`config.mk`:
```
export PLATFORM = sky130hd
export DESIGN_NAME = fetch_unit
export DESIGN_NICKNAME = d
export VERILOG_FILES = /design/src/rtl/fetch_unit.sv
export SDC_FILE = /design/constraint.sdc
export NUM_CORES = 1
export LEC_CHECK = 0
export ABC_CLOCK_PERIOD_IN_PS = 3000
export BUFFER_PORTS_ARGS = -buffer_cell sky130_fd_sc_hd__buf_2
export CELL_PAD_IN_SITES_DETAIL_PLACEMENT = 1
export CELL_PAD_IN_SITES_GLOBAL_PLACEMENT = 1
export CORE_ASPECT_RATIO = 0.8
export CORE_MARGIN = 8
export CORE_UTILIZATION = 39
export DETAILED_ROUTE_END_ITERATION = 8
export PLACE_DENSITY = 0.86
export SLEW_MARGIN = 20
export SYNTH_ARGS = -nofsm -noshare
export SYNTH_HDL_FRONTEND = slang
export SYNTH_SLANG_ARGS = --single-unit
```
`constraint.sdc`:
```
create_clock -name clk -period 3 [get_ports clk]
set_clock_uncertainty 0.15 [all_clocks]
set_input_delay 0.3 -clock clk [delete_from_list [all_inputs] [get_ports clk]]
set_output_delay 0.3 -clock clk [all_outputs]
set_load 0.005 [all_outputs]
```
`src/rtl/fetch_unit.sv`:
```
// Instruction-fetch stage: owns the PC, issues one word request at a time to
// instruction memory and presents {pc, instruction, valid} to the IF/ID buffer.
module fetch_unit #(
  parameter int unsigned          ADDR_WIDTH   = 32,
  parameter int unsigned          DATA_WIDTH   = 32,
  parameter logic [ADDR_WIDTH-1:0] RESET_PC    = '0,
  parameter logic [DATA_WIDTH-1:0] BUBBLE_INSTR = 32'h0000_0013
) (
  input  logic                  clk,
  input  logic                  rst,
  input  logic                  stall_c,
  input  logic                  flush_c,
  input  logic [ADDR_WIDTH-1:0] redirect_pc_i,
  output logic                  imem_req_valid_o,
  input  logic                  imem_req_ready_i,
  output logic [ADDR_WIDTH-1:0] imem_addr_o,
  input  logic                  imem_resp_valid_i,
  input  logic [DATA_WIDTH-1:0] imem_resp_data_i,
  output logic [ADDR_WIDTH-1:0] pc_o,
  output logic [DATA_WIDTH-1:0] instruction_o,
  output logic                  valid_o
);

  typedef enum logic [1:0] {
    S_ISSUE = 2'd0,
    S_WAIT  = 2'd1,
    S_HOLD  = 2'd2
  } state_t;

  state_t                state_q, state_d;
  logic [ADDR_WIDTH-1:0] pc_q, pc_d;
  logic [ADDR_WIDTH-1:0] req_pc_q, req_pc_d;
  logic                  drop_q, drop_d;
  logic [ADDR_WIDTH-1:0] pc_out_q, pc_out_d;
  logic [DATA_WIDTH-1:0] instr_q, instr_d;
  logic                  valid_q, valid_d;

  logic                  req_fire;
  logic [ADDR_WIDTH-1:0] redirect_aligned;

  // The request line is a pure decode of state, forced low while reset is held.
  assign imem_req_valid_o = (state_q == S_ISSUE) && !rst;
  assign imem_addr_o      = pc_q;
  assign req_fire         = (state_q == S_ISSUE) && imem_req_ready_i;
  assign redirect_aligned = redirect_pc_i & ~ADDR_WIDTH'(3);

  assign pc_o          = pc_out_q;
  assign instruction_o = instr_q;
  assign valid_o       = valid_q;

  // Next-state logic: flush outranks stall and every normal transition.
  always_comb begin
    state_d  = state_q;
    pc_d     = pc_q;
    req_pc_d = req_pc_q;
    drop_d   = drop_q;
    pc_out_d = pc_out_q;
    instr_d  = instr_q;
    valid_d  = valid_q;

    if (flush_c) begin
      pc_d    = redirect_aligned;
      valid_d = 1'b0;
      instr_d = BUBBLE_INSTR;
    end

    case (state_q)
      S_ISSUE: begin
        if (flush_c) begin
          // A request accepted in the flush cycle is still owed a response,
          // which must be thrown away when it arrives.
          if (req_fire) begin
            drop_d  = 1'b1;
            state_d = S_WAIT;
          end
        end else if (req_fire) begin
          req_pc_d = pc_q;
          pc_d     = pc_q + ADDR_WIDTH'(4);
          state_d  = S_WAIT;
        end
      end

      S_WAIT: begin
        if (flush_c) begin
          if (imem_resp_valid_i) begin
            drop_d  = 1'b0;
            state_d = S_ISSUE;
          end else begin
            drop_d = 1'b1;
          end
        end else if (imem_resp_valid_i) begin
          if (drop_q) begin
            drop_d  = 1'b0;
            state_d = S_ISSUE;
          end else begin
            pc_out_d = req_pc_q;
            instr_d  = imem_resp_data_i;
            valid_d  = 1'b1;
            state_d  = S_HOLD;
          end
        end
      end

      S_HOLD: begin
        if (flush_c) begin
          state_d = S_ISSUE;
        end else if (!stall_c) begin
          valid_d = 1'b0;
          instr_d = BUBBLE_INSTR;
          state_d = S_ISSUE;
        end
      end

      default: begin
        state_d = S_ISSUE;
      end
    endcase
  end

  // State and output registers with synchronous reset.
  always_ff @(posedge clk) begin
    if (rst) begin
      state_q  <= S_ISSUE;
      pc_q     <= RESET_PC;
      req_pc_q <= '0;
      drop_q   <= 1'b0;
      pc_out_q <= '0;
      instr_q  <= BUBBLE_INSTR;
      valid_q  <= 1'b0;
    end else begin
      state_q  <= state_d;
      pc_q     <= pc_d;
      req_pc_q <= req_pc_d;
      drop_q   <= drop_d;
      pc_out_q <= pc_out_d;
      instr_q  <= instr_d;
      valid_q  <= valid_d;
    end
  end

endmodule

```
[Word-level counts from Yosys, hierarchy flattened]
Cells that the tools add are included.
Word-level totals
  logic and storage cells: 58
  register bits: 132
Operators by class
  muxes and demuxes: 32
  reductions and logical operators: 9
  add/sub/neg operators: 1
  bitwise operators: 2
  equal/unequal tests: 7
Operators with widths (number)
  2-to-1 mux 32 bit: 10
  case mux 32 bit (2 select lines): 1
  adder 32 x 3 -> 32 bit (second input constant): 1
  2-to-1 mux 2 bit: 7
  2-to-1 mux 1 bit: 11
  AND reduction 4 bit: 2
  inequality test 2 bit (second input constant): 3
  inequality test 3 bit (second input constant): 2
  case mux 2 bit (3 select lines): 1
  AND reduction 3 bit: 2
  case mux 1 bit (2 select lines): 2
  equality test 2 x 1 -> 1 bit (second input constant): 1
  equality test 2 bit (second input constant): 1
  logical AND 1 bit: 2
  zero test 2 bit: 1
  NOT 1 bit: 2
  nonzero test 2 bit: 1
  zero test 1 bit: 1

[Longest topological paths before layout]
  depth in word-level cells: 5
  gate-level depth with buffers: 9

[Least setup slack after synthesis]
OpenSTA, ideal clock, no wires.
  kind: reg2reg
  start point: register state_q[0]
  end point: register pc_q[30], in the netlist imem_addr_o[30]
  stages on the path, launching flop included: 10
  data arrival time: 1.639 ns
  setup time: 0.129 ns
  setup slack: 1.082 ns
  period minus slack after synthesis: 1.918 ns
  path through: dfxtp_1 > inv_1 > ha_1 > buf_2 > and2_1 > buf_2 > nand3_1 > nor4_1 > xnor2_1 > o22ai_1
Between the ends
  cells in the longest elaborated chain, start to end: 5
Ends and longest elaborated chain
  start, declared: line 30  | state_t state_q, state_d;
  start signal, assigned: line 131  | state_q <= state_d;
  zero test 2 bit *: line 44, 67
  logical AND 1 bit: line 44  | assign req_fire = (state_q == S_ISSUE) && imem_req_ready_i;
  2-to-1 mux 32 bit: line 76  | end else if (req_fire) begin
  2-to-1 mux 32 bit: line 69  | if (flush_c) begin
  2-to-1 mux 32 bit *: line 67  | case (state_q)
  end signal, assigned: line 132  | pc_q <= pc_d;
  end, declared: line 31  | logic [ADDR_WIDTH-1:0] pc_q, pc_d;
Every way passes the cells marked *; elsewhere a longest branch is shown, timed or not.
A chain may end at the register's enable or synchronous reset.

[Final worst setup path]
  start point: input imem_resp_valid_i
  end point: register instr_q[3], in the netlist instruction_o[3]
Between the ends
  cells in the longest elaborated chain, start to end: 3
Ends and longest elaborated chain
  start, declared: line 17  | input logic imem_resp_valid_i,
  2-to-1 mux 32 bit: line 91  | end else if (imem_resp_valid_i) begin
  2-to-1 mux 32 bit: line 84  | if (flush_c) begin
  case mux 32 bit (2 select lines): line 67
  end signal, assigned: line 136  | instr_q <= instr_d;
  end, declared: line 35  | logic [DATA_WIDTH-1:0] instr_q, instr_d;
Every way passes these cells.

==> metrics <==
FMAX=~420 MHz; flop2flop setup slack=approximately 650 ps; Storage cell area=2643 sq um; Clock transition at path regs=about 60 ps; initial antenna violation count=5; GPL Wtd Cong=0.8688; filler instances=around 1700; synthesis-to-finish area growth=37.15%; synth warn=0; vias=roughly 5600; Crit. Startpoint=imem_resp_valid_i; max cap viols=0; Worst slew margin=57.18%; Detail Placement HPWL=~14 mm; max-slew violation count=0; post-route cell area=approximately 7400 sq um; P_leak=about 3.0 nW; Die Wd=between 100 and 150 microns; detailed-router iteration count before antenna repair=4; Hold Crit Class=in -> reg; cell family with most CP delay=simple AND/OR/NAND/NOR gates; Syn Inst Count=660; Die Ht=121.1 microns; Critical Path Source Type=input pin; Rows=38; Initial Utilization=roughly two fifths; WHS=~24 ps; min cycle time layout=2369 ps; worst path required time=between 3000 and 4000 ps; Tcrit/Tclk final=roughly 79%; Post-Synthesis Net Count=about 740; clock sink total=approximately 130; largest net degree at the start of global routing=between 60 and 70; Crit Path Max Fanout=9; DP Worst Slack=between 600 and 700 ps; R2R cell count=7; Hold Fails Final Rpt=0; Worst Setup EP=instruction_o[3]$_SDFF_PP0_; Placement Cell Area=roughly 6300 sq um; CP Cell Sequence=dlygate4sd3_1 > buf_2 > nor2b_1 > nand3_1 > nor2_1 > a22oi_1 > nor2_1; clock latency on the worst-skew pair=around 430 ps; Multi-input gate area=2532 sq um; setup bufs post-CTS=0; RSZ-0062 raised after global routing=no; Clock Path Buffers=2; # nets final=925; port buffer count=~170; Remaining DRCs=0; outcome=completed; Final ANT Viol Nets=0; Yosys cell types=40; Avg Cell Area, Syn=8.165 sq um; total routed wirelength=20.28 mm; CP Capture Type=register; top cell type's share of synthesized area=between 40% and 50%; crit path kind=in -> reg; Power Dens Cells=between 600 and 700 nW/um^2; GRT Overall Usage=22.32%; Seq/Total Area, Yosys=slightly below 50%; Synth Cell Area=~5400 sq um; Yosys reg bits=between 100 and 150; io pins=168; top cell type by total area after synthesis=dfxtp_1; Hold-fix buffers, CTS=40; final setup margin=roughly 630 ps; Crit path depth=7; setup TNS=0 ps; Root Buffer Master=clkbuf_16; CORE AREA=between 10000 and 15000 sq um; Slowest Stage Delay on Critical Path=about 550 ps; CTS buffer count=17; DR vias/cell=approximately 5.3; share of cells above drive strength 1=25.03%; slowest CP cell=nor2_1; vias in the first global route=roughly 6000; Critical R2R Launch=state_q[1]$_SDFFE_PP0P_; drt wl/cell=19.35 microns; post-CTS sizing=0; grt ovf=0; first-pass GRT wire length=between 30 and 40 mm; CTS tree=built; CP arrival=2580 ps; Iteration-0 DRC Markers=between 300 and 400; die area=roughly 18000 sq um; Reg-to-Reg End=req_pc_q[24]$_SDFFE_PP0P_; Final setup viols=0; H-tree depth=4; WP buf/inv=2; top post-synthesis cells by area=dfxtp_1 (49%), nand2_1 (10%), a21oi_1 (7.7%); Critical Path Most Common Cell=nor2_1; worst slew pin tran=~640 ps; maximum VDD drop=around 450 uV
-- layout make-up --
class	count	share of cell area, %
flip-flops and latches	132	35.75
repair buffers	215	17.64
inverters	11	0.5587
multi-input cells	473	34.26
well taps	180	3.047
clock inverters	13	2.438
diodes	5	0.1693
clock buffers	19	6.128
-- per-stage QoR --
step	cells	util, %	power [mW]
after global placement	971	46.82	2.391
final	1048	54.54	4.669
after floorplan	660	-	2.202
after detailed placement	971	46.82	2.424
after CTS	1043	54.45	4.693
after global routing	1048	54.54	4.836
-- cell usage in the layout (no fill, tap or decap), types with 2 or more instances in the layout --
cell type | Yosys | routed
and3_1 | 11 | 11
nand3b_1 | 4 | 4
nor2_1 | 58 | 56
dlygate4sd3_1 | 0 | 40
a22oi_1 | 18 | 18
diode_2 | 0 | 5
inv_1 | 11 | 11
or3_1 | 3 | 3
a22o_1 | 11 | 11
nand2_1 | 149 | 149
clkbuf_8 | 0 | 2
and2_1 | 9 | 9
mux2i_1 | 6 | 6
nand4_1 | 9 | 9
clkbuf_16 | 0 | 17
nor4_1 | 6 | 6
nor3_1 | 13 | 13
o22ai_1 | 11 | 11
ha_1 | 5 | 5
a21oi_1 | 83 | 83
dfxtp_1 | 132 | 132
a311oi_1 | 2 | 2
a211oi_1 | 8 | 8
bufinv_16 | 0 | 4
nor2_2 | 0 | 2
xnor2_1 | 27 | 27
clkinv_2 | 0 | 4
nand3_1 | 12 | 12
and4_1 | 4 | 4
nand2b_1 | 2 | 2
clkinvlp_4 | 0 | 3
o21ai_0 | 10 | 10
buf_2 | 4 | 164
buf_4 | 0 | 11
-- kinds of logic (layout without fill, tap and decap cells) --
logic type	count (synthesis)	count (layout)	share of synthesized area, %
buf+inv	55	258	4.063
xor+xnor	28	28	4.551
mux	6	6	1.115
compound gates	148	148	16.58
other cells	0	5	0
fa+ha+maj	5	5	1.161
flops	132	132	49.04
simple gates	286	286	23.50
-- routing by layer --
layer  track usage [%]  wire length, microns
met1             24.46                  8105
met2             39.59                 10550
met3             5.218                  1129
met4             12.21                   488
met5                 0                     0
-- power by group --
group / internal, mW / switching (mW) / leakage [nW]
Clock: 1.43 / 0.799 / 0.305
Combinational: 0.212 / 0.329 / 1.65
Sequential: 1.82 / 0.0818 / 1.07
-- worst min-delay path, cell delays in order --
cell,delay [ps]
buf_2,90
o21bai_1,60
a21oi_1,100
-- cell usage after synthesis --
master and count:
nor3_2 1, nand2_2 1, nand4_2 1, and4_1 4
a211oi_1 8, or2_2 1, buf_1 3, and3_1 11
nand4_1 9, or3_1 3, a22oi_1 18, nand3_1 12
nor3_1 13, and2_1 9, clkbuf_1 36, ha_1 5
nand2b_1 2, xor2_1 1, mux2i_1 6, buf_2 4
nor2_1 58, a31oi_1 1, o221ai_1 1, o211ai_2 1
a2111oi_2 1, a311oi_1 2, a22o_1 11, nor2b_1 1
dfxtp_1 132, o22ai_1 11, xnor2_1 27, buf_6 1
o21ai_0 10, nand3b_1 4, o21bai_1 1, nand2_1 149
nor4_1 6, inv_1 11, and3_2 1, a21oi_1 83
-- sequential cells by signal, indices dropped and copies added, names as in the netlist --
| name | cells |
|---|---|
| req_pc_q | 32 |
| state_q | 2 |
| imem_addr_o | 32 |
| drop_q | 1 |
| pc_o | 32 |
| valid_o | 1 |
| instruction_o | 32 |
-- how the worst min path moves through the flow --
stage / from / to / slack (ps) / depth (start not counted)
after floorplan: imem_resp_valid_i / drop_q$_SDFFE_PP0P_ / 260 / 1
after global placement: pc_o[16]$_SDFFE_PP0P_ / pc_o[16]$_SDFFE_PP0P_ / 290 / 2
after detailed placement: pc_o[23]$_SDFFE_PP0P_ / pc_o[23]$_SDFFE_PP0P_ / 300 / 2
after CTS: redirect_pc_i[25] / imem_addr_o[25]$_SDFF_PP0_ / 6 / 3
after global routing: redirect_pc_i[25] / imem_addr_o[25]$_SDFF_PP0_ / 20 / 3
final: redirect_pc_i[25] / imem_addr_o[25]$_SDFF_PP0_ / 20 / 3
(Power assumes the default switching activity.)
